### src/rtl/fpadd_result_queue.sv
// Writeback queue behind the FP adder: in-order FIFO of {result, tag, flags}
// with a valid/ready drain port and sticky retired exception flags.
module fpadd_result_queue #(
    parameter int EXPONENT_WIDTH = 8,
    parameter int MANTISSA_WIDTH = 23,
    parameter int TAG_WIDTH      = 6,
    parameter int DEPTH          = 4
) (
    input  logic                                     clk_in,
    input  logic                                     rst_N_in,
    input  logic                                     res_valid_in,
    output logic                                     res_ready_out,
    input  logic [EXPONENT_WIDTH+MANTISSA_WIDTH:0]   res_in,
    input  logic [TAG_WIDTH-1:0]                     tag_in,
    input  logic                                     underflow_in,
    input  logic                                     overflow_in,
    input  logic                                     invalid_in,
    output logic                                     wb_valid_out,
    input  logic                                     wb_ready_in,
    output logic [EXPONENT_WIDTH+MANTISSA_WIDTH:0]   wb_data_out,
    output logic [TAG_WIDTH-1:0]                     wb_tag_out,
    output logic [2:0]                               wb_flags_out,
    output logic [2:0]                               fflags_out,
    input  logic                                     fflags_clear_in,
    input  logic                                     flush_in,
    output logic [$clog2(DEPTH):0]                   count_out
);

    localparam int DW = EXPONENT_WIDTH + MANTISSA_WIDTH + 1;
    localparam int PW = $clog2(DEPTH);
    localparam int CW = PW + 1;
    localparam logic [CW-1:0] FULL_COUNT = CW'(DEPTH);

    logic [DW-1:0]        r_data  [DEPTH];
    logic [TAG_WIDTH-1:0] r_tag   [DEPTH];
    logic [2:0]           r_flags [DEPTH];
    logic [PW-1:0]        r_rd_ptr;
    logic [PW-1:0]        r_wr_ptr;
    logic [CW-1:0]        r_count;
    logic [2:0]           r_fflags;

    logic                 w_push;
    logic                 w_pop;
    logic [2:0]           w_in_flags;

    // Ready looks only at registered occupancy, so a full queue refuses a
    // result even when the head is retiring in the same cycle.
    assign res_ready_out = (r_count != FULL_COUNT);
    assign wb_valid_out  = (r_count != '0);
    assign w_push        = res_valid_in && res_ready_out && !flush_in;
    assign w_pop         = wb_valid_out && wb_ready_in && !flush_in;
    assign w_in_flags    = {invalid_in, overflow_in, underflow_in};

    assign wb_data_out   = r_data[r_rd_ptr];
    assign wb_tag_out    = r_tag[r_rd_ptr];
    assign wb_flags_out  = r_flags[r_rd_ptr];
    assign fflags_out    = r_fflags;
    assign count_out     = r_count;

    always_ff @(posedge clk_in or negedge rst_N_in) begin
        if (!rst_N_in) begin
            for (int i = 0; i < DEPTH; i++) begin
                r_data[i]  <= '0;
                r_tag[i]   <= '0;
                r_flags[i] <= '0;
            end
            r_rd_ptr <= '0;
            r_wr_ptr <= '0;
            r_count  <= '0;
        end else if (flush_in) begin
            r_rd_ptr <= '0;
            r_wr_ptr <= '0;
            r_count  <= '0;
        end else begin
            if (w_push) begin
                r_data[r_wr_ptr]  <= res_in;
                r_tag[r_wr_ptr]   <= tag_in;
                r_flags[r_wr_ptr] <= w_in_flags;
                r_wr_ptr          <= r_wr_ptr + PW'(1);
            end
            if (w_pop) begin
                r_rd_ptr <= r_rd_ptr + PW'(1);
            end
            case ({w_push, w_pop})
                2'b10:   r_count <= r_count + CW'(1);
                2'b01:   r_count <= r_count - CW'(1);
                default: r_count <= r_count;
            endcase
        end
    end

    // Flags become sticky only on retirement; a same-cycle clear loses to
    // the flags of the entry being retired.
    always_ff @(posedge clk_in or negedge rst_N_in) begin
        if (!rst_N_in) begin
            r_fflags <= '0;
        end else if (w_pop) begin
            r_fflags <= (fflags_clear_in ? 3'b000 : r_fflags) | wb_flags_out;
        end else if (fflags_clear_in) begin
            r_fflags <= '0;
        end
    end

endmodule

### config.mk
export PLATFORM = sky130hd
export DESIGN_NAME = fpadd_result_queue
export DESIGN_NICKNAME = d
export VERILOG_FILES = /design/src/rtl/fpadd_result_queue.sv
export SDC_FILE = /design/constraint.sdc
export NUM_CORES = 1
export LEC_CHECK = 0
export ABC_AREA = 0
export CAP_MARGIN = 20
export CORE_AREA = 2 2 165 167
export CTS_BUF_LIST = sky130_fd_sc_hd__clkbuf_16
export CTS_CLUSTER_SIZE = 8
export DETAILED_ROUTE_END_ITERATION = 6
export DIE_AREA = 0 0 167 169
export PLACE_DENSITY = 0.52
export SETUP_SLACK_MARGIN = 0.5
export SLEW_MARGIN = 10
export SYNTH_ARGS = -nofsm -noshare
export SYNTH_HDL_FRONTEND = slang
export SYNTH_SLANG_ARGS = --single-unit
### constraint.sdc
create_clock -name clk_in -period 2.32 [get_ports clk_in]
set_input_delay 0.464 -clock clk_in [delete_from_list [all_inputs] [get_ports clk_in]]
set_output_delay 0.464 -clock clk_in [all_outputs]
set_load 0.005 [all_outputs]
==> metrics.md, run 1 <==
| Metric | Value |
|---|---|
| DIE WIDTH | ~170 microns |
| Setup crit start kind | register |
| Commonest non-fill, non-tap cell in the layout | dfrtp_1 |
| Data arrival, critical path | 1910 ps |
| Initial antenna violation count | 0 |
| Clk_skew | just under 10 ps |
| Fin crit share | 1.02 |
| Die Ht | between 150 and 200 microns |
| PD cells | 936 nW/um^2 |
| Clock Pin Slew Worst Setup and Hold Paths | 60 ps |
| CTS Buf Count | 17 |
| Worst Slack Setup Final | -53.7 ps |
| WHS Path Cells | 1 |
| Via density | 4.80 |
| Vias in the first global route | approximately 5,500 |
| PortBufs | 95 |
| Global-route wire length before repair | between 30,000 and 40,000 microns |
| Yosys cell types | 37 |
| CTS root buffer | clkbuf_16 |
| Worst setup EP type | output pin |
| Final net count | 700 |
| Place WS | about 44 ps |
| CTS sink count | 174 |
| Final Max Tran Viols | 0 |
| Fmax | 421 MHz |
| Final core occ | 0.442 |
| Leak Pwr | 5.66 nW |
| Ranking of synthesized cells by area | dfrtp_1, mux2_4, mux4_2 |
| VDD IR-drop max | 0.441 mV |
| ANT cells | 0 |
| Die area | 28,200 sq um |
| Fillers | 2,279 |
| Mapped Area | 8570 sq um |
| Final ANT Viol Nets | 0 |
| Clock buffer depth | 2 |
| Area of the core | 26,500 sq um |
| DR DRC count | 0 |
| CTS tree | done |
| Syn nets | 520 |
| Register bit total from synthesis | between 150 and 200 |
| Critical path peak fanout | 5 |
| Outcome | complete, but fails checks |
| Insertion delay to the later sink of the worst-skew pair | 430 ps |
| Placer congestion estimate | between 0.7 and 0.8 |
| Worst Tran Pin Value | 438 ps |
| Tmin final | 2370 ps |
| Starting Density | 0.324 |
| Relative slew slack | 0.708 |
| Io pins | 96 |
| Global Route Usage Sum | 0.161 |
| Grt ovf | 0 |
| Routed len/inst | 22.1 microns |
| Synth top area share | 0.508 |
| Max_cap viols | 0 |
| Final-report setup violation count | 32 |
| Yosys warns | 0 |
| Leading cell types in the layout, fill and taps excluded | dfrtp_1, mux2_4, clkdlybuf4s50_1, mux4_2, buf_6 |
| Finished layout cell area | ~12,000 sq um |
| Area growth syn-to-layout | 36.7% |
| Failing checks | negative setup slack |
| Final HPWL DP | between 10,000 and 15,000 microns |
| Worst Hold Class | reg -> reg |
| Worst Reg-to-Reg Cells | 8 |
| Initial drt markers | 221 |
| Cell count after synthesis | 468 |
| Synth Area per Inst | 18.3 sq um |
| Largest net degree at the start of global routing | 57 |
| RSZ-0062 raised after global routing | true |
| Final wirelength | 22,100 microns |
| Number of H-tree levels | 4 |
| Dpl cell area | a little under 10,000 sq um |
| Crit path kind | reg -> out |
| First-pass DRT Iterations | 5 |
| Sequential share of the synthesized area | 0.508 |
| Worst EP required | 1860 ps |
| Final hold violations | 0 |
| Post-synth top area cell | dfrtp_1 |
| Via count | 4,809 |
| Share of cells above drive strength 1 | 0.601 |
| Row count | 60 |
## path summary, 6_finish.rpt
check                              from             end  slack [ps]
setup / recovery            r_rd_ptr[0]  wb_data_out[7]         -50
hold / removal                 r_tag[6]        r_tag[6]         510
setup reg to reg           count_out[1]    count_out[2]         230
hold reg to reg                r_tag[6]        r_tag[6]         510
max in group asynchronous      rst_N_in      r_flags[8]        1100
min in group asynchronous      rst_N_in     r_data[100]         550
## repair_timing
item | in CTS | in global routing
pin swaps | 5 | 1
hold endpoints to repair | 39 | 0
gates cloned | 20 | 5
setup endpoints to repair | 143 | 209
setup buffers | 34 | 14
resized for setup | 232 | 17
hold buffers | 1 | 0
## power by group
group	switching [mW]	total [mW]	internal, mW
sequential	0.517	4.45	3.94
clock	1.29	2.89	1.61
combinational	1.11	3.63	2.52
## per-layer routing
metal	vias to the layer above	wire [microns]	track usage
met4	0	169	0.0386
met3	13	706	0.0337
met5	-	0	0
met1	2583	10600	0.227
li1	2115	-	-
met2	98	10600	0.256
## final cells by class
type	instances	area (sq um)	share of cell area
multi-input cells	257	3870	0.330
repair buffers	192	2450	0.209
clock buffers	17	425	0.0363
flip-flops and latches	174	4360	0.372
well taps	341	427	0.0364
inverters	6	25.0	0.00213
clock inverters	15	161	0.0138
## synth_stat cells (all sizes together)
cell / count
mux2: 165
a22o: 3
dfrtp: 174
nor3b: 1
o31ai: 1
or3: 1
mux4: 41
or4: 1
o221ai: 2
o211ai: 1
a211oi: 1
nand2: 2
o21ba: 1
o311ai: 1
xnor2: 1
fa: 1
nor2: 6
buf: 26
nand4b: 1
o21bai: 1
a31oi: 1
and2b: 1
nand3: 7
inv: 6
o21a: 1
xor2: 2
clkbuf: 5
a21oi: 5
o21ai: 4
nand2b: 1
ha: 4
## registers in the layout, indices dropped and copies added, names as in the netlist
| register | cells |
|---|---|
| r_rd_ptr | 2 |
| r_wr_ptr | 2 |
| r_flags | 12 |
| fflags_out | 3 |
| r_data | 128 |
| r_tag | 24 |
| count_out | 3 |
## cell families (layout without fill, tap and decap cells)
group / after synthesis / in the layout / share of synthesized area
XOR/XNOR: 3 / 3 / 0.00307
AND/OR/NAND/NOR: 21 / 21 / 0.0203
adder cells (fa/ha/maj): 5 / 5 / 0.00817
buffers and inverters: 37 / 230 / 0.0485
AO/OA/AOI/OAI: 22 / 22 / 0.0177
flip-flops: 174 / 174 / 0.508
multiplexers: 206 / 206 / 0.394
## critical path, stage by stage, from the launching register on
cell     delay [ps]
dfrtp_4         500
buf_6           130
buf_12          130
buf_12          140
mux4_2          450
buf_6           140
## stage by stage
stage | std cells | hold WS, ps | TNS [ps] | power [mW]
2_1_floorplan | 468 | 168 | 0 | 6.53
3_3_place_gp | 896 | 419 | 0 | 7.75
3_5_place_dp | 896 | 427 | 0 | 7.87
4_1_cts | 983 | 508 | -1450 | 10.9
5_1_grt | 1002 | 522 | -2830 | 11.5
6_report | 1002 | 508 | -854 | 11.0
Power figures use the tool's default switching activity.
==> inputs of run 2 (changes only) <==
--- a/config.mk
+++ b/config.mk
@@ -6,13 +6,13 @@
 export NUM_CORES = 1
 export LEC_CHECK = 0
 export ABC_AREA = 0
-export CAP_MARGIN = 20
-export CORE_AREA = 2 2 165 167
+export CAP_MARGIN = 0
+export CORE_AREA = 2 2 133 135
 export CTS_BUF_LIST = sky130_fd_sc_hd__clkbuf_16
 export CTS_CLUSTER_SIZE = 8
 export DETAILED_ROUTE_END_ITERATION = 6
-export DIE_AREA = 0 0 167 169
-export PLACE_DENSITY = 0.52
+export DIE_AREA = 0 0 135 137
+export PLACE_DENSITY = 0.74
 export SETUP_SLACK_MARGIN = 0.5
 export SLEW_MARGIN = 10
 export SYNTH_ARGS = -nofsm -noshare
==> metrics.md, run 2 (synthesized netlist as in run 1, its figures left out) <==
| Metric | Value |
|---|---|
| Clock Pin Slew Worst Setup and Hold Paths | 60 ps (about the same) |
| Setup crit start kind | register |
| Starting Density | 0.503 (+0.179) |
| Data arrival, critical path | 1940 ps (+30 ps) |
| Grt ovf | 0 (unchanged) |
| CTS sink count | 174 (unchanged) |
| DR DRC count | 0 (unchanged) |
| Relative slew slack | 0.601 (-0.107) |
| Row count | 48 (-20%) |
| Io pins | 96 (unchanged) |
| Tmin final | 2400 ps (+30.9 ps) |
| Failing checks | negative setup slack |
| Number of H-tree levels | 4 (unchanged) |
| Worst Hold Class | in -> async |
| Worst Slack Setup Final | -84.6 ps (-30.9 ps) |
| Global Route Usage Sum | 0.225 (+0.0639) |
| First-pass DRT Iterations | 4 (-1) |
| Area growth syn-to-layout | 31.5% |
| Final ANT Viol Nets | 0 (unchanged) |
| Global-route wire length before repair | 31,300 microns (-8.7%) |
| Via density | 5.51 (+15%) |
| CTS root buffer | clkbuf_16 |
| Initial drt markers | 274 (+24%) |
| CTS Buf Count | 17 (unchanged) |
| Final HPWL DP | 11,100 microns (-7.8%) |
| Sw Ratio | 0.263 (-0.00305) |
| Outcome | complete, but fails checks |
| Biggest regs | r_data: 128 flops, r_tag: 24 flops, r_flags: 12 flops |
| Die Ht | 137 microns (-19%) |
| Share of cells above drive strength 1 | 0.582 (-0.0182) |
| Slowest stage delay, CP | 500 ps (about the same) |
| Fmax | 416 MHz (-1.3%) |
| Worst Tran Pin Value | 598 ps (+161 ps) |
| Clock buffer depth | 2 (unchanged) |
| Die area | 18,500 sq um (-34%) |
| Cell-internal power | 7.91 mW (-1.8%) |
| Final net count | 689 (-1.6%) |
| Max FFs per register | 128 (unchanged) |
| Leak Pwr | 5.53 nW (-2.3%) |
| Fin crit share | 1.04 (+0.0133) |
| RSZ-0062 raised after global routing | true |
| VDD IR-drop max | 0.552 mV (+25%) |
| Insertion delay to the later sink of the worst-skew pair | 430 ps (about the same) |
| Final Max Tran Viols | 0 (unchanged) |
| Setup TNS | -1100 ps (-243 ps) |
| Final-report setup violation count | 31 (-3.1%) |
| Largest Register | r_data |
| Flop pwr share | 0.420 (+0.014) |
| Clock share of power | 0.241 (-0.023) |
| Placer congestion estimate | 0.730 (+2.5%) |
| Area of the core | 17,100 sq um (-36%) |
| Clk_skew | 10.7 ps (+0.932 ps) |
| Final wirelength | 20,500 microns (-7.2%) |
| Cts hold-fix bufs | 0 (-1) |
| Crit path kind | reg -> out |
| R2R Path Start | count_out[0] |
| ANT cells | 0 (unchanged) |
| Commonest non-fill, non-tap cell in the layout | dfrtp_1 |
| Max_cap viols | 0 (unchanged) |
| Worst setup EP type | output pin |
| Via count | 4,818 (+0.19%) |
| Cell Chain, Critical Path | buf_12 > buf_12 > buf_12 > mux4_2 > buf_2 |
| Critical path peak fanout | 6 (+1) |
| Worst path slowest cell | dfrtp_4 |
| Routed len/inst | 23.5 microns (+6.4%) |
| Largest net degree at the start of global routing | 62 (+8.8%) |
| CP startpoint | r_rd_ptr[0] |
| PD cells | 952 nW/um^2 (+1.6%) |
| Critical path's top delay family | buffers and inverters |
| Worst EP required | 1860 ps (about the same) |
| Initial antenna violation count | 0 (unchanged) |
| P_sw | 2.82 mW (-3.4%) |
| WP buf/inv | 4 (unchanged) |
| CTS tree | done |
| PortBufs | 95 (unchanged) |
| Final hold violations | 0 (unchanged) |
| Part of the power in combinational logic | 0.339 (+0.008) |
| DIE WIDTH | 135 microns (-19%) |
| Pwr Total | 10.7 mW (-2.3%) |
| Vias in the first global route | 5,349 (-2.7%) |
| Top cell by count, worst path | buf_12 |
| Leading cell types in the layout, fill and taps excluded | dfrtp_1, mux2_4, clkdlybuf4s50_1, mux4_2, buf_2 |
[run 2: layout make-up]
class / instances / area, sq um
Fill cell: 1141 / 5780
Sequential cell: 174 / 4360
Multi-Input combinational cell: 257 / 3860
Timing Repair Buffer: 181 / 2230
Clock buffer: 17 / 425
Tap cell: 225 / 282
Clock inverter: 14 / 90.1
Inverter: 6 / 25.0
[run 2: stage by stage]
stage | area (sq um) | std cells | hold slack (ps) | utilization | worst slack, ps
floorplan | 8610 | 468 | 168 | - | 293
global placement | 9850 | 780 | 472 | 0.577 | 77.3
detailed placement | 9850 | 780 | 483 | 0.577 | 45.8
CTS | 10800 | 853 | 35.6 | 0.635 | -83.8
global route | 11300 | 874 | 49.2 | 0.661 | -123
finish | 11300 | 874 | 19.5 | 0.661 | -84.6
[run 2: power by group through the flow]
stage / Clock (mW) / Sequential (mW) / Combinational (mW)
global route: 2.76 / 4.60 / 3.87
CTS: 2.62 / 4.47 / 3.43
detailed placement: 0 / 4.51 / 3.32
finish: 2.59 / 4.51 / 3.63
global placement: 0 / 4.43 / 3.25
floorplan: 0 / 4.30 / 2.23
[run 2: per-layer routing]
layer | vias up | routed length (microns) | global-route usage
li1 | 2083 | - | -
met1 | 2591 | 9060 | 0.311
met4 | 0 | 169 | 0.0475
met5 | - | 0 | 0
met2 | 125 | 10300 | 0.363
met3 | 19 | 1010 | 0.0593
[run 2: worst register-to-register path, cell delays in order, from the launching register on]
cell      delay (ps)
dfrtp_2          430
buf_6            140
o31ai_4          290
a211oi_4          50
fa_2             340
nand2b_4         150
or4_1            400
a31oi_1          150
[run 2: what timing repair did]
action | 4_1_cts | 5_1_grt
setup endpoints to repair | 157 | 204
pin swaps | 9 | 3
resized for setup | 214 | 22
buffers inserted | 34 | 10
cloned | 8 | 11
[run 2: path summary, 6_finish.rpt]
kind                                    to  slack [ps]  depth (start not counted)
setup / recovery           wb_flags_out[0]         -80                          5
hold / removal                 r_data[102]          20                          1
setup reg to reg              count_out[2]         280                          7
hold reg to reg                 r_flags[1]         510                          1
max in group asynchronous        r_data[7]        1560                          2
min in group clk_in             r_flags[1]         510                          1
